**src/rtl/fu_cdb_arb_pkg.sv**
```systemverilog
// fu_cdb_arb_pkg: shared widths, source indices and the queued result
// record for the CDB arbiter and its per-source queues.
package fu_cdb_arb_pkg;

    localparam int unsigned NUM_SRC   = 3;
    localparam int unsigned PRF_IDX_W = 6;
    localparam int unsigned ROB_IDX_W = 5;
    localparam int unsigned BR_MASK_W = 4;

    localparam logic [PRF_IDX_W-1:0] ZERO_REG = '0;

    localparam int unsigned SRC_ALU  = 0;
    localparam int unsigned SRC_MULT = 1;
    localparam int unsigned SRC_LD   = 2;

    typedef logic [1:0] src_idx_t;

    typedef struct packed {
        logic [PRF_IDX_W-1:0] tag;
        logic [63:0]          value;
        logic [ROB_IDX_W-1:0] rob_idx;
        logic [BR_MASK_W-1:0] br_mask;
    } cdb_entry_t;

    // Round-robin successor of a source index (wraps NUM_SRC-1 -> 0).
    function automatic src_idx_t next_src(input src_idx_t s);
        return (s == src_idx_t'(NUM_SRC - 1)) ? '0 : s + src_idx_t'(1);
    endfunction

endpackage

```
**src/rtl/fu_cdb_arb_src_queue.sv**
```systemverilog
// cdb_src_queue: in-order result queue for one functional unit.
//   i_clk, i_rst          clock, synchronous active-high reset
//   i_push, i_push_entry  incoming result
//   i_pop                 head was broadcast this cycle
//   i_recovery, i_pred_correct, i_tag_fix  branch resolution
//   o_head_*              head entry (valid/tag/value/rob_idx)
//   o_full                registered occupancy equals QDEPTH
//   o_ovf                 incoming result dropped this cycle (queue full)
module cdb_src_queue
    import fu_cdb_arb_pkg::*;
#(
    parameter int unsigned QDEPTH = 2
) (
    input  logic                 i_clk,
    input  logic                 i_rst,
    input  logic                 i_push,
    input  cdb_entry_t           i_push_entry,
    input  logic                 i_pop,
    input  logic                 i_recovery,
    input  logic                 i_pred_correct,
    input  logic [BR_MASK_W-1:0] i_tag_fix,
    output logic                 o_head_vld,
    output logic [PRF_IDX_W-1:0] o_head_tag,
    output logic [63:0]          o_head_value,
    output logic [ROB_IDX_W-1:0] o_head_rob_idx,
    output logic                 o_full,
    output logic                 o_ovf
);

    logic [QDEPTH-1:0] r_vld;
    cdb_entry_t        r_ent     [QDEPTH];
    logic [QDEPTH-1:0] w_vld_nxt;
    cdb_entry_t        w_ent_nxt [QDEPTH];
    cdb_entry_t        w_in;
    cdb_entry_t        w_e;
    logic              w_in_kill;
    logic              w_keep;
    logic              w_ovf;

    // Pop, squash and mask-clear are applied to each stored entry, then the
    // survivors are packed from slot 0 upward (k = next free slot) and the
    // incoming result lands in slot k.
    always_comb begin
        int unsigned k;
        k         = 0;
        w_vld_nxt = '0;
        w_ovf     = 1'b0;
        w_e       = '0;
        w_keep    = 1'b0;
        for (int unsigned i = 0; i < QDEPTH; i++) begin
            w_ent_nxt[i] = r_ent[i];
        end

        w_in      = i_push_entry;
        w_in_kill = i_recovery && (|(i_push_entry.br_mask & i_tag_fix));
        if (i_pred_correct) begin
            w_in.br_mask = i_push_entry.br_mask & ~i_tag_fix;
        end

        for (int unsigned i = 0; i < QDEPTH; i++) begin
            w_e = r_ent[i];
            if (i_pred_correct) begin
                w_e.br_mask = r_ent[i].br_mask & ~i_tag_fix;
            end
            w_keep = r_vld[i] && !((i == 0) && i_pop)
                     && !(i_recovery && (|(r_ent[i].br_mask & i_tag_fix)));
            if (w_keep) begin
                for (int unsigned j = 0; j < QDEPTH; j++) begin
                    if (j == k) begin
                        w_vld_nxt[j] = 1'b1;
                        w_ent_nxt[j] = w_e;
                    end
                end
                k = k + 1;
            end
        end

        // Overflow is judged on the registered occupancy: a squash freeing
        // slots this cycle does not rescue the incoming result.
        if (i_push && !w_in_kill) begin
            if (r_vld[QDEPTH-1] && !i_pop) begin
                w_ovf = 1'b1;
            end else begin
                for (int unsigned j = 0; j < QDEPTH; j++) begin
                    if (j == k) begin
                        w_vld_nxt[j] = 1'b1;
                        w_ent_nxt[j] = w_in;
                    end
                end
            end
        end
    end

    always_ff @(posedge i_clk) begin
        if (i_rst) begin
            r_vld <= '0;
        end else begin
            r_vld <= w_vld_nxt;
            for (int unsigned i = 0; i < QDEPTH; i++) begin
                r_ent[i] <= w_ent_nxt[i];
            end
        end
    end

    assign o_head_vld     = r_vld[0];
    assign o_head_tag     = r_ent[0].tag;
    assign o_head_value   = r_ent[0].value;
    assign o_head_rob_idx = r_ent[0].rob_idx;
    assign o_full         = r_vld[QDEPTH-1];
    assign o_ovf          = w_ovf;

endmodule

```
**src/rtl/fu_cdb_arb.sv**
```systemverilog
// fu_cdb_arb: collects results from ALU/MULT/LD into per-source queues and
// broadcasts one head per cycle on the CDB, round-robin.
//   clk, rst                       clock, synchronous active-high reset
//   src_*_i                        per-source result inputs
//   rob_br_*_i                     branch recovery / correct-prediction
//   src_full_o                     per-source queue full (stall upstream)
//   cdb_vld_o/tag/value/rob_idx    broadcast result
//   ovf_err_o                      sticky enqueue-into-full flag
module fu_cdb_arb
    import fu_cdb_arb_pkg::*;
#(
    parameter int unsigned QDEPTH = 2
) (
    input  logic                                clk,
    input  logic                                rst,
    input  logic [NUM_SRC-1:0]                  src_vld_i,
    input  logic [NUM_SRC-1:0][PRF_IDX_W-1:0]   src_tag_i,
    input  logic [NUM_SRC-1:0][63:0]            src_value_i,
    input  logic [NUM_SRC-1:0][ROB_IDX_W-1:0]   src_rob_idx_i,
    input  logic [NUM_SRC-1:0][BR_MASK_W-1:0]   src_br_mask_i,
    input  logic                                rob_br_recovery_i,
    input  logic                                rob_br_pred_correct_i,
    input  logic [BR_MASK_W-1:0]                rob_br_tag_fix_i,
    output logic [NUM_SRC-1:0]                  src_full_o,
    output logic                                cdb_vld_o,
    output logic [PRF_IDX_W-1:0]                cdb_tag_o,
    output logic [63:0]                         cdb_value_o,
    output logic [ROB_IDX_W-1:0]                cdb_rob_idx_o,
    output logic                                ovf_err_o
);

    src_idx_t             r_rr_ptr;
    logic                 r_ovf;

    logic [NUM_SRC-1:0]   w_head_vld;
    logic [PRF_IDX_W-1:0] w_head_tag   [NUM_SRC];
    logic [63:0]          w_head_value [NUM_SRC];
    logic [ROB_IDX_W-1:0] w_head_rob   [NUM_SRC];
    logic [NUM_SRC-1:0]   w_pop;
    logic [NUM_SRC-1:0]   w_ovf;
    logic                 w_grant_vld;
    src_idx_t             w_grant_idx;
    src_idx_t             w_cand;

    for (genvar g = 0; g < NUM_SRC; g++) begin : g_queue
        cdb_entry_t w_push_entry;
        assign w_push_entry = '{tag:     src_tag_i[g],
                                value:   src_value_i[g],
                                rob_idx: src_rob_idx_i[g],
                                br_mask: src_br_mask_i[g]};
        assign w_pop[g] = w_grant_vld && (w_grant_idx == src_idx_t'(g));

        cdb_src_queue #(
            .QDEPTH (QDEPTH)
        ) u_queue (
            .i_clk          (clk),
            .i_rst          (rst),
            .i_push         (src_vld_i[g]),
            .i_push_entry   (w_push_entry),
            .i_pop          (w_pop[g]),
            .i_recovery     (rob_br_recovery_i),
            .i_pred_correct (rob_br_pred_correct_i),
            .i_tag_fix      (rob_br_tag_fix_i),
            .o_head_vld     (w_head_vld[g]),
            .o_head_tag     (w_head_tag[g]),
            .o_head_value   (w_head_value[g]),
            .o_head_rob_idx (w_head_rob[g]),
            .o_full         (src_full_o[g]),
            .o_ovf          (w_ovf[g])
        );
    end

    // First non-empty head at or after rr_ptr. No grant during recovery
    // (heads may be squashed) or reset (queues are being discarded).
    always_comb begin
        w_grant_vld = 1'b0;
        w_grant_idx = '0;
        w_cand      = r_rr_ptr;
        for (int unsigned off = 0; off < NUM_SRC; off++) begin
            if (!w_grant_vld && w_head_vld[w_cand]) begin
                w_grant_vld = 1'b1;
                w_grant_idx = w_cand;
            end
            w_cand = next_src(w_cand);
        end
        if (rst || rob_br_recovery_i) begin
            w_grant_vld = 1'b0;
        end
    end

    always_comb begin
        cdb_vld_o     = w_grant_vld;
        cdb_tag_o     = ZERO_REG;
        cdb_value_o   = '0;
        cdb_rob_idx_o = '0;
        if (w_grant_vld) begin
            cdb_tag_o     = w_head_tag[w_grant_idx];
            cdb_value_o   = w_head_value[w_grant_idx];
            cdb_rob_idx_o = w_head_rob[w_grant_idx];
        end
    end

    always_ff @(posedge clk) begin
        if (rst) begin
            r_rr_ptr <= '0;
            r_ovf    <= 1'b0;
        end else begin
            if (w_grant_vld) begin
                r_rr_ptr <= next_src(w_grant_idx);
            end
            if (|w_ovf) begin
                r_ovf <= 1'b1;
            end
        end
    end

    assign ovf_err_o = r_ovf;

endmodule

```
**config.mk**
```make
export PLATFORM = sky130hd
export DESIGN_NAME = fu_cdb_arb
export DESIGN_NICKNAME = d
export VERILOG_FILES = /design/src/rtl/fu_cdb_arb_pkg.sv /design/src/rtl/fu_cdb_arb_src_queue.sv /design/src/rtl/fu_cdb_arb.sv
export SDC_FILE = /design/constraint.sdc
export NUM_CORES = 1
export LEC_CHECK = 0
export ABC_AREA = 1
export ABC_CLOCK_PERIOD_IN_PS = 8500
export CAP_MARGIN = 25
export CORE_ASPECT_RATIO = 0.9
export CORE_MARGIN = 2
export CORE_UTILIZATION = 35
export DETAILED_ROUTE_END_ITERATION = 8
export SLEW_MARGIN = 30
export SYNTH_ARGS = -nofsm -noshare
export SYNTH_HDL_FRONTEND = slang
export SYNTH_HIERARCHICAL = 1
export SYNTH_SLANG_ARGS = --single-unit
```
**constraint.sdc**
```tcl
create_clock -name clk -period 8.5 [get_ports clk]
set_input_delay 1.7 -clock clk [delete_from_list [all_inputs] [get_ports clk]]
set_output_delay 1.7 -clock clk [all_outputs]
set_load 0.02 [all_outputs]
```
==> out/qor_table.md, run 1 <==
| Result | This run |
|---|---|
| Result of the run | completed |
| TritonCTS Buffers | 55 |
| Skew final | 14.3 ps |
| Number of DRC violations after detailed-routing iteration 0 | 1568 |
| Clock-pin slew reported for the worst setup and hold paths after clock tree synthesis | 60 ps |
| Internal power | 0.00463 W |
| Clock share of power | 35.7% |
| CP arrival | 4320 ps |
| Maximum clock frequency | 166 MHz |
| Via total after detailed routing | 20109 |
| Peak ir drop on the vdd network | 151 µV |
| Max Slew Vio Count | 0 |
| Post-Route WL | 87300 µm |
| Total Routing Usage GR | 21.9% |
| Static leakage | 13.6 nW |
| Number of warning messages in the yosys log | 6 |
| Number of clock sinks seen by CTS | 483 |
| Max Fanout on Critical Path | 76 |
| First-pass detailed-route iteration total | 5 |
| CTS root buf | clkbuf_16 |
| Setup repair bufs after CTS | 0 |
| Transition time at the pin with the least slew margin | 955 ps |
| Effective utilization at floorplan | 35.3% |
| Count of different cell masters after synthesis | 26 |
| Gate count of the mapped netlist | 3104 |
| Wire length of the first global-routing pass | 129000 µm |
| Hold WC Path Type | reg -> reg |
| Area of all placed cells without fillers | 31100 µm² |
| Reg2reg setup slack | 3840 ps |
| Die outline width | 296 µm |
| Clk Latency, worst-skew pair | 600 ps |
| Part of the total power dissipated in combinational logic | 19.9% |
| Fill cells | 7645 |
| Final number of hold-violating endpoints | 0 |
| Max transition margin | 36.3% |
| Post-synthesis average cell area | 8.65 µm² |
| Chip height | 267 µm |
| Number of hold buffers added after cts | 0 |
| Fraction of the yosys area taken by sequential cells | 53.7% |
| Fraction of layout instances using a drive strength above 1 | 4.31% |
| Flop pwr share | 44.3% |
| Total Die Area | 78900 µm² |
| Hold path startpoint | ovf_err_o |
| Via density per instance | 4.77 |
| Count of input and output buffers | 327 |
| Final Wtd Congestion | 0.844 |
| RSZ-0062 raised after global routing | no |
| Number of maximum-capacitance violations | 0 |
| Number of nets in the finished design | 3392 |
| # H-tree levels | 2 |
| Data required time at the worst endpoint | 6800 ps |
| Worst slack, placed | 2460 ps |
| Switching share of power | 30.1% |
| Maximum buffer depth of the clock tree | 3 |
| Initial antenna violation count | 24 |
| Core region area | 76000 µm² |
| Power density relative to cell area | 213 nW/µm² |
| Start-to-end type of the worst setup path | in -> out |
| ANT nets after route | 0 |
| Critical register-to-register path startpoint | r_rr_ptr[1] |
| Number of resized instances in the post-cts repair step | 0 |
| Flip-flop and latch count after synthesis | 483 |
| Accumulated negative setup slack | 0 ps |
| Netlist area before placement | 26800 µm² |
| Tmin final | 6020 ps |
| Synthesis-to-finish area growth | 15.7% |
| Total grt overflow | 0 |
| Sum of net half-perimeters after detailed placement | 56000 µm |
| Post-route DRC | 0 |
| Number of global-route vias before repair | 19411 |
| CP startpoint kind | input port |
| Switching pwr | 0.00200 W |
| Area after DPL | 29300 µm² |
| Boundary pin count | 328 |
| Syn Nets | 3361 |
| Worst path setup slack after routing | 2480 ps |
| Clock tree from TritonCTS | yes |
| Avg WL per Cell | 20.7 µm |
| Final worst-path cycle share | 70.8% |
| Number of setup violations in the final report | 0 |
| Cell row count | 96 |
| First element of the critical path | rob_br_recovery_i |
| Pin count of the biggest net entering global routing | 84 |
| Crit. End Element | output pin |
==> logic make-up after synthesis <==
group,Yosys count,share of synthesized area [%]
adders and majority gates,9,0.419
and+or+nand+nor,1888,31.5
DFF,483,53.7
buffers and inverters,701,13.9
AOI/OAI and AO/OA,23,0.494
==> cells in the mapped netlist <==
library cell / count / area [µm²]
o21ai_0: 8 / 40.0
clkbuf_1: 12 / 45.0
buf_6: 14 / 158
ha_1: 9 / 113
buf_1: 44 / 165
edfxtp_1: 474 / 14200
buf_2: 83 / 415
nand4_1: 4 / 25.0
a21o_1: 1 / 7.51
nand2_2: 7 / 43.8
nand3_2: 1 / 10.0
a21oi_1: 7 / 35.0
inv_1: 308 / 1160
inv_2: 5 / 18.8
nand3b_1: 225 / 1690
buf_4: 235 / 1760
nand4_4: 3 / 63.8
o2111ai_1: 1 / 8.76
o21ai_2: 3 / 26.3
nor2_2: 5 / 31.3
o21ai_1: 3 / 15.0
nand2_1: 1243 / 4670
nor4_1: 1 / 6.26
dfxtp_1: 9 / 180
nor2_1: 54 / 203
nand3_1: 345 / 1730
==> per-stage QoR <==
stage | total power (W) | std cells | hold WS [ps] | util (%)
2_1_floorplan | 0.00384 | 3104 | 535 | -
3_3_place_gp | 0.00431 | 4106 | 477 | 38.5
3_5_place_dp | 0.00433 | 4107 | 486 | 38.5
4_1_cts | 0.00672 | 4206 | 500 | 40.8
5_1_grt | 0.00692 | 4206 | 520 | 40.8
6_report | 0.00662 | 4220 | 493 | 40.9
==> critical path, stage by stage <==
cell             delay (ps)
clkdlybuf4s50_1         390
buf_4                   190
nor2_1                  110
nand2_1                 130
clkinv_2                 70
buf_4                   710
nand2_1                 140
nand2_1                 100
clkdlybuf4s50_1         740
==> power groups by stage <==
stage / combinational, W / clock (W) / sequential [W]
2_1_floorplan: 0.000901 / 0 / 0.00294
3_3_place_gp: 0.00133 / 0 / 0.00298
3_5_place_dp: 0.00134 / 0 / 0.00299
4_1_cts: 0.00135 / 0.00243 / 0.00294
5_1_grt: 0.00146 / 0.00251 / 0.00295
6_report: 0.00132 / 0.00237 / 0.00294
==> layout by cell type, fill, tap and decap left out, types with 6 or more instances in the layout <==
cell type and count:
nand3_1 345, dfxtp_1 9, nand2_1 1243, edfxtp_1 474, clkdlybuf4s50_1 327, inv_1 305
nand3b_1 225, clkinv_2 9, buf_4 26, diode_2 14, ha_1 9, clkinv_1 16
o21ai_0 8, a21oi_1 7, nor2_4 7, clkbuf_16 57, buf_6 6, nor2_1 51
clkbuf_1 11
==> cell type report <==
type / count / area, µm² / share of cell area [%]
Clock buffer: 68 / 1470 / 4.72
Tap cell: 1029 / 1290 / 4.14
Multi-Input combinational cell: 1920 / 8810 / 28.4
Timing Repair Buffer: 362 / 3600 / 11.6
Clock inverter: 31 / 273 / 0.878
Sequential cell: 483 / 14400 / 46.4
Inverter: 313 / 1190 / 3.82
Antenna cell: 14 / 35.0 / 0.113
==> per-layer routing <==
metal / track usage, % / wire (µm)
met3: 5.36 / 6750
met4: 5.77 / 2240
met2: 35.9 / 40500
met5: 0 / 164
met1: 28.7 / 37600
==> sequential cells by signal, summed over array words and instances (netlist names) <==
signal and cells:
g_queue.u_queue/r_ent 474, g_queue.u_queue/r_vld 6, ovf_err_o 1, r_rr_ptr 2
==> path summary, 6_finish.rpt <==
check / endpoint / depth (start not counted)
setup / recovery: cdb_rob_idx_o[4] / 9
hold reg to reg: ovf_err_o / 2
hold / removal: ovf_err_o / 2
setup reg to reg: g_queue[1].u_queue/r_ent[0][130] / 17
Power figures use the tool's default switching activity.
==> inputs of run 2 (changes only) <==
ABC_CLOCK_PERIOD_IN_PS = 5600   (was 8500)
clock period = 5.6 ns   (was 8.5 ns; I/O delays follow)
==> out/qor_table.md, run 2 (synthesis gave the netlist of run 1 again) <==
| Result | This run |
|---|---|
| Result of the run | completed |
| Clock tree from TritonCTS | yes |
| Max Fanout on Critical Path | 47 |
| Initial antenna violation count | 24 |
| Hold WC Path Type | reg -> reg |
| Setup repair bufs after CTS | 0 |
| Max Slew Vio Count | 0 |
| CP startpoint kind | register |
| Number of clock sinks seen by CTS | 483 |
| CP arrival | 3830 ps |
| Tmin final | 4950 ps |
| Reg2reg setup slack | 1450 ps |
| Post-route DRC | 0 |
| Count of input and output buffers | 327 |
| Fraction of layout instances using a drive strength above 1 | 4.94% |
| ANT nets after route | 0 |
| Total Routing Usage GR | 21.4% |
| Accumulated negative setup slack | 0 ps |
| Hold Crit Depth | 2 |
| Total Die Area | 78900 µm² |
| Core region area | 76000 µm² |
| Final number of hold-violating endpoints | 0 |
| Final core occ | 41.2% |
| # H-tree levels | 2 |
| Start-to-end type of the worst setup path | reg -> out |
| Maximum clock frequency | 202 MHz |
| Wire length of the first global-routing pass | 127000 µm |
| Effective utilization at floorplan | 35.3% |
| Fill cells | 7545 |
| Power density relative to cell area | 329 nW/µm² |
| Chip height | 267 µm |
| Max transition margin | 43.7% |
| Number of setup violations in the final report | 0 |
| Hold path startpoint | ovf_err_o |
| Top Registers | g_queue.u_queue/r_ent: 474 flops, g_queue.u_queue/r_vld: 6 flops, r_rr_ptr: 2 flops |
| Data required time at the worst endpoint | 4480 ps |
| Via total after detailed routing | 20065 |
| Number of hold buffers added after cts | 0 |
| Clock-pin slew reported for the worst setup and hold paths after clock tree synthesis | 60 ps |
| Final worst-path cycle share | 88.4% |
| Highest-count cells in the layout ignoring fill and taps | nand2_1 (1243), edfxtp_1 (474), nand3_1 (345), clkdlybuf4s50_1 (327), inv_1 (305) |
| Final hold slack | 487 ps |
| Skew final | 23.7 ps |
| Sum of net half-perimeters after detailed placement | 57600 µm |
| Maximum buffer depth of the clock tree | 3 |
| Peak ir drop on the vdd network | 281 µV |
| Transition time at the pin with the least slew margin | 845 ps |
| Crit. End Element | output pin |
| First-pass detailed-route iteration total | 5 |
| Endpoint with the worst hold slack | ovf_err_o |
| Largest register FFs | 474 |
| Final Wtd Congestion | 0.861 |
| Most common library cell in the layout ignoring fill and taps | nand2_1 |
| Worst r2r path cells | 18 |
| Total grt overflow | 0 |
| Static leakage | 13.7 nW |
| CTS root buf | clkbuf_16 |
| Number of maximum-capacitance violations | 0 |
| Pin count of the biggest net entering global routing | 84 |
| Via density per instance | 4.74 |
| Die outline width | 296 µm |
| Avg WL per Cell | 20.4 µm |
| Number of nets in the finished design | 3406 |
| Clk Latency, worst-skew pair | 610 ps |
| TritonCTS Buffers | 55 |
| Register with the most flip-flops | g_queue.u_queue/r_ent |
| Critical register-to-register path startpoint | r_rr_ptr[1] |
| Cell row count | 96 |
| Number of DRC violations after detailed-routing iteration 0 | 1477 |
| Boundary pin count | 328 |
| Post-Route WL | 86400 µm |
| RSZ-0062 raised after global routing | no |
| Destination of the worst register-to-register timing path | g_queue[0].u_queue/r_ent[0][134] |
| Number of resized instances in the post-cts repair step | 0 |
| Number of global-route vias before repair | 19267 |
| Synthesis-to-finish area growth | 16.8% |
[run 2: cell types whose count changed in the layout (fill, tap and decap cells not counted), moves of 2 or more]
cell	change
bufinv_16	+6
buf_6	-4
buf_12	+3
clkinv_2	+2
diode_2	-4
buf_4	+15
clkinv_1	-3
[run 2: report_power, final]
group,switching (W),internal (W)
combinational,0.00133,0.000661
clock,0.00155,0.00234
sequential,0.000147,0.00430
[run 2: through the flow]
stage          power [W]  worst slack [ps]  cell area (µm²)  cells
2_1_floorplan    0.00583               613            26900   3104
3_3_place_gp     0.00652               803            29400   4121
3_5_place_dp     0.00653               829            29400   4121
4_1_cts           0.0105               559            31300   4225
5_1_grt           0.0108               322            31300   4228
6_report          0.0103               647            31300   4235
[run 2: worst max path at each step]
| stage | from | endpoint | slack [ps] |
|---|---|---|---|
| final | r_rr_ptr[1] | cdb_value_o[13] | 650 |
| after global routing | r_rr_ptr[1] | cdb_value_o[10] | 320 |
| after CTS | r_rr_ptr[1] | cdb_value_o[10] | 560 |
| after detailed placement | rob_br_recovery_i | cdb_value_o[10] | 830 |
| after global placement | rob_br_recovery_i | cdb_value_o[10] | 800 |
| after floorplan | rob_br_recovery_i | g_queue[0].u_queue/r_ent[0][100] | 610 |
[run 2: layer usage]
metal	track usage, %	up-vias	part of all wire, %
met5	0	-	0.26
met2	35.5	603	47
li1	-	9904	-
met4	5.16	32	2.2
met1	27.9	9399	43
met3	5.71	127	8.2
[run 2: critical path, cell delays in order, from the launching register on]
cell	delay (ps)
dfxtp_1	360
inv_1	150
nand3_1	160
nand3_1	140
inv_1	50
nand3_1	100
nand3_4	350
inv_4	610
buf_4	320
nand3_1	170
nand2_1	120
clkdlybuf4s50_1	610
[run 2: final cells by class]
class                   count  area [µm²]  share of cell area [%]
clock buffers              68        1450                    4.61
repair buffers            376        3720                    11.9
flip-flops and latches    483       14400                    46.0
well taps                1029        1290                    4.11
diodes                     10        25.0                  0.0798
clock inverters            36         460                    1.47
inverters                 313        1190                    3.79
multi-input cells        1920        8800                    28.1
